===== src/rtl/vga_timing_pkg.sv =====
// 640x480@60 Hz raster constants and the sync bundle carried through the alignment delay line.
package vga_timing_pkg;

  localparam int unsigned H_ACTIVE = 640;
  localparam int unsigned H_FP     = 16;
  localparam int unsigned H_SYNC   = 96;
  localparam int unsigned H_BP     = 48;
  localparam int unsigned V_ACTIVE = 480;
  localparam int unsigned V_FP     = 10;
  localparam int unsigned V_SYNC   = 2;
  localparam int unsigned V_BP     = 33;

  localparam int unsigned H_TOTAL  = H_ACTIVE + H_FP + H_SYNC + H_BP;
  localparam int unsigned V_TOTAL  = V_ACTIVE + V_FP + V_SYNC + V_BP;
  localparam int unsigned HS_START = H_ACTIVE + H_FP;
  localparam int unsigned HS_END   = HS_START + H_SYNC;
  localparam int unsigned VS_START = V_ACTIVE + V_FP;
  localparam int unsigned VS_END   = VS_START + V_SYNC;

  // hs/vs are "asserted" flags, independent of pin polarity.
  typedef struct packed {
    logic active;
    logic hs;
    logic vs;
  } sync_bundle_t;

  localparam sync_bundle_t SyncIdle = '{active: 1'b0, hs: 1'b0, vs: 1'b0};

endpackage


===== src/rtl/vga_delay_line.sv =====
// Enabled shift register, DEPTH stages of WIDTH bits, synchronous reset to RESET_VALUE.
module vga_delay_line #(
  parameter int unsigned       DEPTH       = 1,
  parameter int unsigned       WIDTH       = 3,
  parameter logic [WIDTH-1:0]  RESET_VALUE = '0
) (
  input  logic             clk_i,
  input  logic             rst_i,
  input  logic             en_i,
  input  logic [WIDTH-1:0] d_i,
  output logic [WIDTH-1:0] q_o
);

  logic [WIDTH-1:0] stage_q [DEPTH];

  always_ff @(posedge clk_i) begin
    if (rst_i) begin
      for (int i = 0; i < DEPTH; i++) begin
        stage_q[i] <= RESET_VALUE;
      end
    end else if (en_i) begin
      stage_q[0] <= d_i;
      for (int i = 1; i < DEPTH; i++) begin
        stage_q[i] <= stage_q[i-1];
      end
    end
  end

  assign q_o = stage_q[DEPTH-1];

endmodule


===== src/rtl/vga_timing_gen.sv =====
// VGA raster counters, pixel coordinates, and sync/blanking aligned to the picture ROM latency.
module vga_timing_gen
  import vga_timing_pkg::*;
#(
  parameter logic        SYNC_POL   = 1'b0,
  parameter int unsigned PIPE_DELAY = 1
) (
  input  logic        clk_i,
  input  logic        rst_i,
  input  logic        pix_en_i,
  input  logic [11:0] rgb_in_i,
  output logic [9:0]  pix_x_o,
  output logic [8:0]  pix_y_o,
  output logic        pix_valid_o,
  output logic        frame_start_o,
  output logic        hsync_o,
  output logic        vsync_o,
  output logic [3:0]  vga_r_o,
  output logic [3:0]  vga_g_o,
  output logic [3:0]  vga_b_o
);

  logic [9:0]   h_cnt_q, h_cnt_d;
  logic [9:0]   v_cnt_q, v_cnt_d;
  logic [9:0]   pix_x_q;
  logic [8:0]   pix_y_q;
  logic         frame_start_q;
  logic         hsync_q, vsync_q;
  logic [11:0]  rgb_q;
  logic         at_origin;
  sync_bundle_t raw, bundle_q, tap;

  always_comb begin
    h_cnt_d = h_cnt_q + 10'd1;
    v_cnt_d = v_cnt_q;
    if (h_cnt_q == 10'(H_TOTAL - 1)) begin
      h_cnt_d = '0;
      v_cnt_d = (v_cnt_q == 10'(V_TOTAL - 1)) ? '0 : v_cnt_q + 10'd1;
    end
  end

  always_comb begin
    raw        = SyncIdle;
    raw.active = (h_cnt_q < 10'(H_ACTIVE)) && (v_cnt_q < 10'(V_ACTIVE));
    raw.hs     = (h_cnt_q >= 10'(HS_START)) && (h_cnt_q < 10'(HS_END));
    raw.vs     = (v_cnt_q >= 10'(VS_START)) && (v_cnt_q < 10'(VS_END));
  end

  assign at_origin = (h_cnt_q == '0) && (v_cnt_q == '0);

  // frame_start is a one-clk pulse, so it is refreshed every clk rather than held on idle clks.
  always_ff @(posedge clk_i) begin
    if (rst_i) begin
      h_cnt_q       <= '0;
      v_cnt_q       <= '0;
      pix_x_q       <= '0;
      pix_y_q       <= '0;
      bundle_q      <= SyncIdle;
      frame_start_q <= 1'b0;
      hsync_q       <= ~SYNC_POL;
      vsync_q       <= ~SYNC_POL;
      rgb_q         <= '0;
    end else begin
      frame_start_q <= pix_en_i && at_origin;
      if (pix_en_i) begin
        h_cnt_q  <= h_cnt_d;
        v_cnt_q  <= v_cnt_d;
        pix_x_q  <= raw.active ? h_cnt_q : '0;
        pix_y_q  <= raw.active ? v_cnt_q[8:0] : '0;
        bundle_q <= raw;
        hsync_q  <= tap.hs ? SYNC_POL : ~SYNC_POL;
        vsync_q  <= tap.vs ? SYNC_POL : ~SYNC_POL;
        rgb_q    <= tap.active ? rgb_in_i : '0;
      end
    end
  end

  // The registered bundle lines up with pix_x/pix_y; the delay line then matches the ROM latency.
  vga_delay_line #(
    .DEPTH      (PIPE_DELAY),
    .WIDTH      ($bits(sync_bundle_t)),
    .RESET_VALUE(SyncIdle)
  ) u_align (
    .clk_i(clk_i),
    .rst_i(rst_i),
    .en_i (pix_en_i),
    .d_i  (bundle_q),
    .q_o  (tap)
  );

  assign pix_x_o       = pix_x_q;
  assign pix_y_o       = pix_y_q;
  assign pix_valid_o   = bundle_q.active;
  assign frame_start_o = frame_start_q;
  assign hsync_o       = hsync_q;
  assign vsync_o       = vsync_q;
  assign vga_r_o       = rgb_q[11:8];
  assign vga_g_o       = rgb_q[7:4];
  assign vga_b_o       = rgb_q[3:0];

endmodule


===== config.mk =====
export PLATFORM = sky130hd
export DESIGN_NAME = vga_timing_gen
export DESIGN_NICKNAME = d
export VERILOG_FILES = /design/src/rtl/vga_timing_pkg.sv /design/src/rtl/vga_delay_line.sv /design/src/rtl/vga_timing_gen.sv
export SDC_FILE = /design/constraint.sdc
export NUM_CORES = 1
export LEC_CHECK = 0
export CORE_MARGIN = 2
export CORE_UTILIZATION = 25
export CTS_BUF_LIST = sky130_fd_sc_hd__clkbuf_4
export CTS_CLUSTER_SIZE = 12
export DETAILED_ROUTE_END_ITERATION = 16
export SLEW_MARGIN = 25
export SYNTH_ARGS = -nofsm -noshare
export SYNTH_HDL_FRONTEND = slang
export SYNTH_SLANG_ARGS = --single-unit

===== constraint.sdc =====
create_clock -name clk_i -period 5.7 [get_ports clk_i]
set_input_delay 0.57 -clock clk_i [delete_from_list [all_inputs] [get_ports clk_i]]
set_output_delay 0.57 -clock clk_i [all_outputs]
set_load 0.005 [all_outputs]

==> impl_metrics.py <==
metrics = {
    "routing": {
        "detail_route.wl_per_cell_um": 13.9,
        "detail_route.iter0.violations": 185,
        "vias": 2037,
        "totalWireLength_um": 5900,
        "drc": 0,
        "firstDrtPassIters": 4,
        "ant_nets": 0,
        "viasPerCell": 4.79,
    },
    "timing": {
        "fmax_mhz": 376,
        "slew_headroom": 0.492,
        "fin_crit_ps": 2660,
        "skew_ps": 14.0,
        "drv_slew": 0,
        "rsz0062_at_grt": "false",
        "tns_ps": 0,
        "fin_crit_sh": 0.466,
        "setup_slack_ps": 3040,
        "whs_ps": 449,
        "setup-violations-final": 0,
        "tightest_slew_ps": 760,
        "hold_violations": 0,
    },
    "pwr": {
        "ir_drop_uv": 75.9,
        "powerDensity_nw_per_um2": 227,
        "p_leak_uw": 0.00110,
    },
    "die": {
        "fp.dieArea_um2": 10700,
        "start_util": 0.254,
        "die_y_um": 103,
        "row_count": 36,
        "fp.dieW_um": 103,
        "core-area_um2": 9680,
        "ioPinCount": 50,
    },
    "setup_path": {
        "ff2ff_setup_slack_ps": 3530,
        "worstSetupEndpointType": "register",
        "crit_fanout": 21,
        "rr_startpoint": "h_cnt_q[1]$_SDFFE_PP0P_",
        "worstReg2RegEnd": "v_cnt_q[7]$_SDFFE_PP0P_",
        "required_ps": 6030,
        "critical_path_class": "in -> reg",
        "arrival_ps": 2990,
        "reg2regPathDepth": 5,
        "start_kind": "primary input",
    },
    "grt": {
        "grt.total_usage": 0.115,
        "grtUsageMet1": 0.146,
        "grtUsageMet3": 0.0289,
        "first_global_vias": 1909,
        "grt_start_max_net_pins": 23,
        "grt_pass1_wl_um": 9490,
        "grtUsageMet2": 0.183,
        "busiest_layer": "met2",
        "antenna_found_initial": 0,
        "grt_overflow": 0,
    },
    "status": {
        "status": "complete, no violations",
    },
    "place": {
        "placement.io_buffers": 49,
        "place.gp.congestion": 0.843,
        "dp_slack_ps": 2620,
        "dp_hpwl_um": 4110,
        "placed_cells": 410,
    },
    "clocking": {
        "cts-resized-gates": 0,
        "cts_tree": "built",
        "clk_path_buf_depth": 2,
        "cts.sinks": 60,
        "clk_pin_slew_ps": 90,
        "htreeDepth": 3,
        "cts_buffers": 9,
        "clock_latency_ps": 400,
        "hold_buffers": 0,
        "cts_setup_buffers": 0,
        "cts_root_buf": "clkbuf_4",
    },
    "logic_synthesis": {
        "yosysWarnings": 0,
        "netlist_area_um2": 2460,
        "ys_ff_latch": 60,
        "avgSynthCellArea_um2": 10.1,
        "synth_cells": 244,
        "syn_nets": 263,
        "synth-seq-area-share": 0.500,
        "yosysUniqueCellTypes": 44,
    },
    "worst_hold_path": {
        "worstHoldPathType": "reg -> reg",
        "hold_path_end": "bundle_q[1]$_SDFFE_PP0P_",
        "worstHoldStart": "bundle_q[1]$_SDFFE_PP0P_",
        "whs_path_depth": 2,
    },
    "finish": {
        "nNetsFinal": 307,
        "layout_common_cells": "dfxtp_1 (57), clkdlybuf4s50_1 (49), a22o_1 (29), nand2_1 (12), clkbuf_4 (11)",
        "antenna_cells": 0,
        "layout.cells.non_filler": 425,
        "drive_gt1_frac": 0.0822,
        "final_common_cell": "dfxtp_1",
        "final_util": 0.325,
        "area_growth_pct": 27.9,
    },
    "flow_run": {
        "maxCapViolCount": 0,
    },
}
==> through the flow <==
stage                     instance area, um2  power, uW
final                                   3150        716
after global routing                    3150        752
after CTS                               3150        727
after detailed placement                3050        487
after global placement                  3050        486
after floorplan                         2460        461
==> how the worst max path moves through the flow <==
| stage | cells after the start | endpoint | slack, ps | from |
|---|---|---|---|---|
| floorplan | 5 | v_cnt_q[9]$_SDFFE_PP0P_ | 3730 | h_cnt_q[1]$_SDFFE_PP0P_ |
| global placement | 5 | v_cnt_q[9]$_SDFFE_PP0P_ | 2720 | pix_en_i |
| detailed placement | 5 | v_cnt_q[9]$_SDFFE_PP0P_ | 2620 | pix_en_i |
| CTS | 5 | v_cnt_q[9]$_SDFFE_PP0P_ | 3040 | pix_en_i |
| global route | 5 | v_cnt_q[0]$_SDFFE_PP0P_ | 2900 | pix_en_i |
| finish | 5 | v_cnt_q[7]$_SDFFE_PP0P_ | 3040 | pix_en_i |
==> report_power, final <==
part	internal, uW	total (uW)	switching, uW
combinational	23.2	43.7	20.5
sequential	429	433	4.22
clock	93.0	240	147
total	545	716	171
==> Yosys cell counts (all sizes together) <==
cell type,count,area (um2)
nor3,9,45.0
o21bai,1,7.51
a22o,30,264
ha,4,50.1
a32oi,1,8.76
or4,6,48.8
xor2,5,43.8
and3,1,6.26
o41ai,1,8.76
nand2b,7,43.8
a21o,1,7.51
edfxtp,3,90.1
and4b,1,10.0
nor2b,2,12.5
or3,3,21.3
inv,10,37.5
clkbuf,11,42.5
nand4b,2,32.5
nand4,8,50.1
and4bb,1,12.5
nor4b,4,41.3
dfxtp,57,1140
a21oi,10,50.1
xnor2,5,43.8
o21ai,5,25.0
a32o,1,10.0
nand4bb,1,27.5
o31ai,6,45.0
and4,1,8.76
buf,7,43.8
o32ai,1,8.76
and2,4,25.0
nand3,9,45.0
nor4,3,18.8
nor2,11,41.3
nand2,12,45.0
==> area by class of cell <==
cell class / instances / area [um2]
inverters: 10 / 37.5
multi-input cells: 156 / 1110
fillers: 1001 / 6530
clock inverters: 4 / 17.5
flip-flops and latches: 60 / 1230
well taps: 133 / 166
clock buffers: 11 / 82.6
repair buffers: 51 / 505
==> cell families after synthesis <==
logic type / Yosys count / share of synthesized area
compound gates: 57 / 0.177
xor+xnor: 10 / 0.0355
fa+ha+maj: 4 / 0.0203
buf+inv: 28 / 0.0503
flops: 60 / 0.500
simple gates: 85 / 0.217
==> worst max-delay path, cell delays in order <==
cell and delay, ps:
clkdlybuf4s50_1 940, nand2_1 230, or4_4 630, or4_1 480
a21oi_1 140
==> routing by layer <==
layer | vias to the layer above | routed length (um)
met4 | 0 | 129
met3 | 12 | 323
met2 | 51 | 2750
met1 | 983 | 2700
li1 | 991 | -
met5 | - | 0
==> sequential cells by signal (all words and copies together) (netlist names), 2 cells and up <==
register and count:
rgb_q 12, h_cnt_q 10, pix_x_o 10, v_cnt_q 10, pix_y_o 9, u_align.stage_q 3
bundle_q 2
(Power assumes the default switching activity.)
